### config.mk
export PLATFORM = sky130hd
export DESIGN_NAME = max7219_serial_driver_flat
export DESIGN_NICKNAME = d
export VERILOG_FILES = /design/src/rtl/max7219_serial_driver_if.sv /design/src/rtl/max7219_serial_driver.sv /design/src/flat_wrapper.sv
export SDC_FILE = /design/constraint.sdc
export NUM_CORES = 1
export LEC_CHECK = 0
export CAP_MARGIN = 10
export CORE_MARGIN = 5
export CORE_UTILIZATION = 43
export CTS_BUF_LIST = sky130_fd_sc_hd__clkbuf_4
export CTS_CLUSTER_DIAMETER = 40
export DETAILED_ROUTE_END_ITERATION = 12
export GPL_ROUTABILITY_DRIVEN = 0
export PLACE_DENSITY = 0.72
export SLEW_MARGIN = 20
export SYNTH_ARGS = -nofsm -noshare
export SYNTH_HDL_FRONTEND = slang
export SYNTH_SLANG_ARGS = --single-unit
### constraint.sdc
create_clock -name clock -period 3.6 [get_ports clock]
set_clock_uncertainty 0.2 [all_clocks]
set_input_delay 0.9 -clock clock [delete_from_list [all_inputs] [get_ports clock]]
set_output_delay 0.9 -clock clock [all_outputs]
set_load 0.1 [all_outputs]
### src/rtl/max7219_serial_driver_if.sv
// Request/status and serial-pin bundle between the display logic and the MAX7219 driver.
interface max7219_serial_driver_if #(
    parameter int NUM_DIGITS = 8
);
    logic                    update;
    logic [8*NUM_DIGITS-1:0] digits;
    logic [3:0]              intensity;
    logic                    busy;
    logic                    max_din;
    logic                    max_clk;
    logic                    max_load;

    modport master (
        output update, digits, intensity,
        input  busy, max_din, max_clk, max_load
    );

    modport slave (
        input  update, digits, intensity,
        output busy, max_din, max_clk, max_load
    );
endinterface

### src/rtl/max7219_serial_driver.sv
// MAX7219 driver: init sequence after reset, then full-display refreshes on request,
// each 16-bit register frame shifted MSB first over DIN/CLK/LOAD.
module max7219_serial_driver #(
    parameter int NUM_DIGITS = 8,
    parameter int CLK_DIV    = 4
) (
    input  logic                  clock,
    input  logic                  reset_n,
    max7219_serial_driver_if.slave bus
);
    localparam int DIV_W = (CLK_DIV > 1) ? $clog2(CLK_DIV) : 1;

    typedef enum logic [1:0] {INIT, REFRESH, IDLE} state_t;

    state_t                  state;
    logic [DIV_W-1:0]        div_cnt;
    logic [5:0]              half_cnt;   // 0..31 bit half-periods, 32..33 load/gap
    logic [3:0]              frame_idx;
    logic                    pending;
    logic [8*NUM_DIGITS-1:0] snap_digits;
    logic [3:0]              snap_int;
    logic [15:0]             word;
    logic                    half_end;
    logic                    frame_end;
    logic [5:0]              half_nxt;

    assign half_end  = (div_cnt == DIV_W'(CLK_DIV - 1));
    assign frame_end = half_end && (half_cnt == 6'd33);
    assign half_nxt  = half_cnt + 6'd1;

    always_comb begin
        word = 16'h0000;
        if (state == INIT) begin
            case (frame_idx)
                4'd0:    word = 16'h0C01;
                4'd1:    word = 16'h0900;
                4'd2:    word = {8'h0B, 8'(NUM_DIGITS - 1)};
                default: word = 16'h0F00;
            endcase
        end else if (frame_idx == 4'd0) begin
            word = {12'h0A0, snap_int};
        end else begin
            for (int k = 0; k < NUM_DIGITS; k++)
                if (frame_idx == 4'(k + 1))
                    word = {4'h0, 4'(k + 1), snap_digits[8*k +: 8]};
        end
    end

    // Reset parks the counters on the last cycle of a phantom frame (index 0xF) so the
    // first edge after release rolls straight into INIT frame 0.
    always_ff @(posedge clock or negedge reset_n) begin
        if (!reset_n) begin
            state        <= INIT;
            div_cnt      <= DIV_W'(CLK_DIV - 1);
            half_cnt     <= 6'd33;
            frame_idx    <= 4'hF;
            pending      <= 1'b0;
            snap_digits  <= '0;
            snap_int     <= 4'h0;
            bus.busy     <= 1'b1;
            bus.max_load <= 1'b1;
            bus.max_clk  <= 1'b0;
            bus.max_din  <= 1'b0;
        end else begin
            if (bus.update && bus.busy)
                pending <= 1'b1;
            case (state)
                IDLE: begin
                    if (bus.update) begin
                        state        <= REFRESH;
                        bus.busy     <= 1'b1;
                        frame_idx    <= 4'd0;
                        div_cnt      <= '0;
                        half_cnt     <= 6'd0;
                        snap_digits  <= bus.digits;
                        snap_int     <= bus.intensity;
                        bus.max_load <= 1'b0;
                    end
                end
                default: begin
                    if (!half_end) begin
                        div_cnt <= div_cnt + DIV_W'(1);
                    end else begin
                        div_cnt <= '0;
                        if (!frame_end) begin
                            half_cnt <= half_nxt;
                            if (!half_nxt[5]) begin
                                bus.max_load <= 1'b0;
                                bus.max_clk  <= half_nxt[0];
                                bus.max_din  <= word[~half_nxt[4:1]];
                            end else begin
                                bus.max_load <= 1'b1;
                                bus.max_clk  <= 1'b0;
                                bus.max_din  <= 1'b0;
                            end
                        end else begin
                            // Every frame starts with a zero nibble, so bit 15 needs no lookup.
                            half_cnt     <= 6'd0;
                            frame_idx    <= frame_idx + 4'd1;
                            bus.max_load <= 1'b0;
                            bus.max_clk  <= 1'b0;
                            bus.max_din  <= 1'b0;
                            if (state == INIT && frame_idx == 4'd3) begin
                                state       <= REFRESH;
                                frame_idx   <= 4'd0;
                                snap_digits <= bus.digits;
                                snap_int    <= bus.intensity;
                            end else if (state == REFRESH && frame_idx == 4'(NUM_DIGITS)) begin
                                if (pending || bus.update) begin
                                    pending     <= 1'b0;
                                    frame_idx   <= 4'd0;
                                    snap_digits <= bus.digits;
                                    snap_int    <= bus.intensity;
                                end else begin
                                    state        <= IDLE;
                                    bus.busy     <= 1'b0;
                                    bus.max_load <= 1'b1;
                                end
                            end
                        end
                    end
                end
            endcase
        end
    end
endmodule
### src/flat_wrapper.sv
// flat-port wrapper written by rule: the top's interface ports become plain ports
module max7219_serial_driver_flat 
#(
    parameter int NUM_DIGITS = 8,
    parameter int CLK_DIV    = 4
)
  (clock, reset_n, bus_update, bus_digits, bus_intensity, bus_busy, bus_max_din, bus_max_clk, bus_max_load);
  max7219_serial_driver_if #(.NUM_DIGITS(NUM_DIGITS)) bus_i ();
  input  logic clock;
  input  logic reset_n;
  input wire logic [$bits(bus_i.update)-1:0] bus_update;
  input wire logic [$bits(bus_i.digits)-1:0] bus_digits;
  input wire logic [$bits(bus_i.intensity)-1:0] bus_intensity;
  output wire logic [$bits(bus_i.busy)-1:0] bus_busy;
  output wire logic [$bits(bus_i.max_din)-1:0] bus_max_din;
  output wire logic [$bits(bus_i.max_clk)-1:0] bus_max_clk;
  output wire logic [$bits(bus_i.max_load)-1:0] bus_max_load;
  assign bus_i.update = bus_update;
  assign bus_i.digits = bus_digits;
  assign bus_i.intensity = bus_intensity;
  assign bus_busy = bus_i.busy;
  assign bus_max_din = bus_i.max_din;
  assign bus_max_clk = bus_i.max_clk;
  assign bus_max_load = bus_i.max_load;
  max7219_serial_driver #(.NUM_DIGITS(NUM_DIGITS), .CLK_DIV(CLK_DIV)) u_core (.clock(clock), .reset_n(reset_n), .bus(bus_i));
endmodule
==> results.json <==
{
  "rrSetupSlack_ns": 0.20,
  "synth_top_area_share_pct": 43.6,
  "cpMostUsedCell": "a221oi_1",
  "slew_viol_final": 0,
  "worst_pin_slew_ns": 0.775,
  "final_core_util_pct": 53.1,
  "syn_area_um2": 4420,
  "start_util_pct": 43.4,
  "min_path_type": "input pin to asynchronous set/reset pin",
  "relSlewSlack_pct": 48.1,
  "grt_start_max_net_pins": 85,
  "rsz0062_at_grt": "no",
  "antenna_found_initial": 0,
  "worstPathRequired_ns": 3.78,
  "r2r-start": "u_core.frame_idx[0]",
  "vias_per_cell": 5.60,
  "max-vdd-ir-drop_mv": 0.189,
  "status": "complete, no violations",
  "io_buffers": 74,
  "period_minus_slack_ns": 3.40,
  "fin_hold_ws_ns": 0.286,
  "cp-start-kind": "register",
  "power.total_mw": 1.69,
  "routed_wirelength_um": 10200,
  "antenna_left": 0,
  "dieHeight_um": 111,
  "design.portCount": 75,
  "fmax_ghz": 0.294,
  "cts_hold_buf": 0,
  "wl_per_cell_um": 17.1,
  "synth_nets": 467,
  "ctsResizeCount": 0,
  "post_cts.repair.setup_buffers": 0,
  "clk_latency_ns": 0.44,
  "end_kind": "register",
  "path_class": "register to register",
  "hold_viol": 0,
  "p_leak_nw": 2.19,
  "rows": 37,
  "num_antenna_cells": 0,
  "setup_viol": 0,
  "ys_top_cells_by_area": "dfrtp_1, mux2_1, mux2_2",
  "slowest_stage": "dfstp_2",
  "clk_path_buf_depth": 2,
  "fin_crit_sh_pct": 94.3,
  "cp_max_fo": 16,
  "async_reset_ff_share_pct": 100,
  "dp_cells": 583,
  "power_density_nw_per_um2": 314,
  "r2r_end": "u_core.bus.max_din",
  "ys_types": 61,
  "dr_total_vias": 3352,
  "cap_violations": 0,
  "drtIter0Drc": 245,
  "h-tree-depth": 3,
  "cts_tree": "yes",
  "critPathMaxStageDelay_ns": 0.60,
  "finalNetCount": 536,
  "grt-ovfl-total": 0,
  "syn_inst": 389,
  "grt_pass1_wl_um": 17200,
  "grt_use_total_pct": 16.9,
  "cts_buffers": 9,
  "worstPathCellList": "ha_1 > nor2b_1 > a221oi_1 > o32ai_1 > a221oi_1 > a2111oi_0 > or4_1 > a32o_1",
  "synth-seq-cells": 87,
  "firstDrtPassIters": 5,
  "dieArea_um2": 12400,
  "fin_cells": 599,
  "cp_data_arrival_time_ns": 3.57,
  "ys.flop_type": "dfrtp_1",
  "path_clk_slew_ns": 0.14,
  "route.detailed.drc": 0,
  "drive_gt1_share_pct": 15.3,
  "dpl.hpwl_um": 7580,
  "synth_seq_area_share_pct": 49.6,
  "rr_worst_depth": 8,
  "core_um2": 10200,
  "fin_tns_setup_ns": 0,
  "areaGrowthSynthToFinish_pct": 22.3,
  "yosysWarnings": 0,
  "root_buffer": "clkbuf_4",
  "yosys.area.top_type": "dfrtp_1",
  "clock_sinks": 87,
  "die_w_um": 111,
  "grt_pass1_vias": 3445,
  "syn_avg_cell_area_um2": 11.4,
  "synth_edf_count": 0
}
synthesized netlist by cell type, drive strengths merged (2+ instances only):
master   number
dfstp        10
a221oi        7
o221ai        5
clkbuf       11
nand3b        8
o2111ai       2
or3b          2
ha            7
a21o          3
nor3          5
nor2b         8
o31ai         6
mux4          2
buf          16
o21ai        22
or4           2
and2          2
mux2         68
nand3         9
o32ai         2
a21oi        14
xor2          4
a31oi         7
nand2        19
nor2         17
inv          11
o22ai         7
a211o         3
nor3b         2
dfrtp        77
o211ai        2
nand2b        7
critical path: cells and delay by family, from the launching register on:
kind,cells,cell delay (ns)
AO/OA/AOI/OAI,5,1.42
AND/OR/NAND/NOR,2,0.66
flip-flops,1,0.60
adder cells (fa/ha/maj),1,0.47
area by class of cell:
class / count / area [um^2]
clock buffer: 10 / 75.1
clock inverter: 6 / 45.0
fill: 951 / 4780
inverter: 11 / 41.3
multi-input combinational: 264 / 2070
sequential: 87 / 2190
tap: 136 / 170
timing repair buffer: 85 / 815
stage by stage:
step	worst slack (ns)	area, um^2
global route	0.0641	5400
finish	0.204	5400
detailed placement	0.277	5280
CTS	0.268	5400
global placement	0.355	5280
floorplan	0.503	4420
worst max-delay path by stage:
stage / to / start / cells after the start
2_1_floorplan: u_core.bus.max_din / u_core.frame_idx[0] / 10
3_3_place_gp: u_core.bus.max_din / u_core.frame_idx[0] / 9
3_5_place_dp: u_core.bus.max_din / u_core.frame_idx[0] / 9
4_1_cts: u_core.bus.max_din / u_core.frame_idx[0] / 9
5_1_grt: u_core.bus.max_din / u_core.frame_idx[0] / 8
6_report: u_core.bus.max_din / u_core.frame_idx[0] / 8
registers in the layout, indices dropped and copies added (netlist names):
register             count
u_core.snap_digits      64
u_core.half_cnt          6
u_core.frame_idx         4
u_core.snap_int          4
u_core.div_cnt           2
u_core.state             2
u_core.bus.busy          1
u_core.bus.max_clk       1
u_core.bus.max_din       1
u_core.bus.max_load      1
u_core.pending           1
where the power goes:
group	internal [mW]	switching (mW)
clock	0.152	0.339
sequential	1.02	0.0263
combinational	0.103	0.0557
per-layer routing:
metal	part of all wire, %	vias up	GRT usage, %	wire (um)
met4	1.2	0	3.16	121
met1	45	1639	23.4	4650
met2	48	120	27.3	4910
met5	0	-	0	0
met3	5.2	11	4.40	534
li1	-	1582	-	-
cells by family after synthesis:
group / synth area share [%]
AO/OA/AOI/OAI: 14.7
XOR/XNOR: 0.991
adder cells (fa/ha/maj): 1.98
buffers and inverters: 3.68
flip-flops: 49.6
multiplexers: 18.6
AND/OR/NAND/NOR: 10.5
layout by cell type (no fill, tap or decap), types with 5 or more instances in the layout:
cell type	n
dfrtp_1	77
clkdlybuf4s50_1	69
mux2_1	44
mux2_2	24
o21ai_0	21
nand2_1	18
nor2_1	16
buf_4	15
a21oi_1	13
inv_1	10
clkbuf_4	10
dfstp_2	10
nand3_1	9
nand3b_1	8
nor2b_1	8
o22ai_1	7
nand2b_1	7
a31oi_1	7
a221oi_1	7
ha_1	7
o31ai_1	6
nor3_1	5
o221ai_1	5
(Power assumes the default switching activity.)
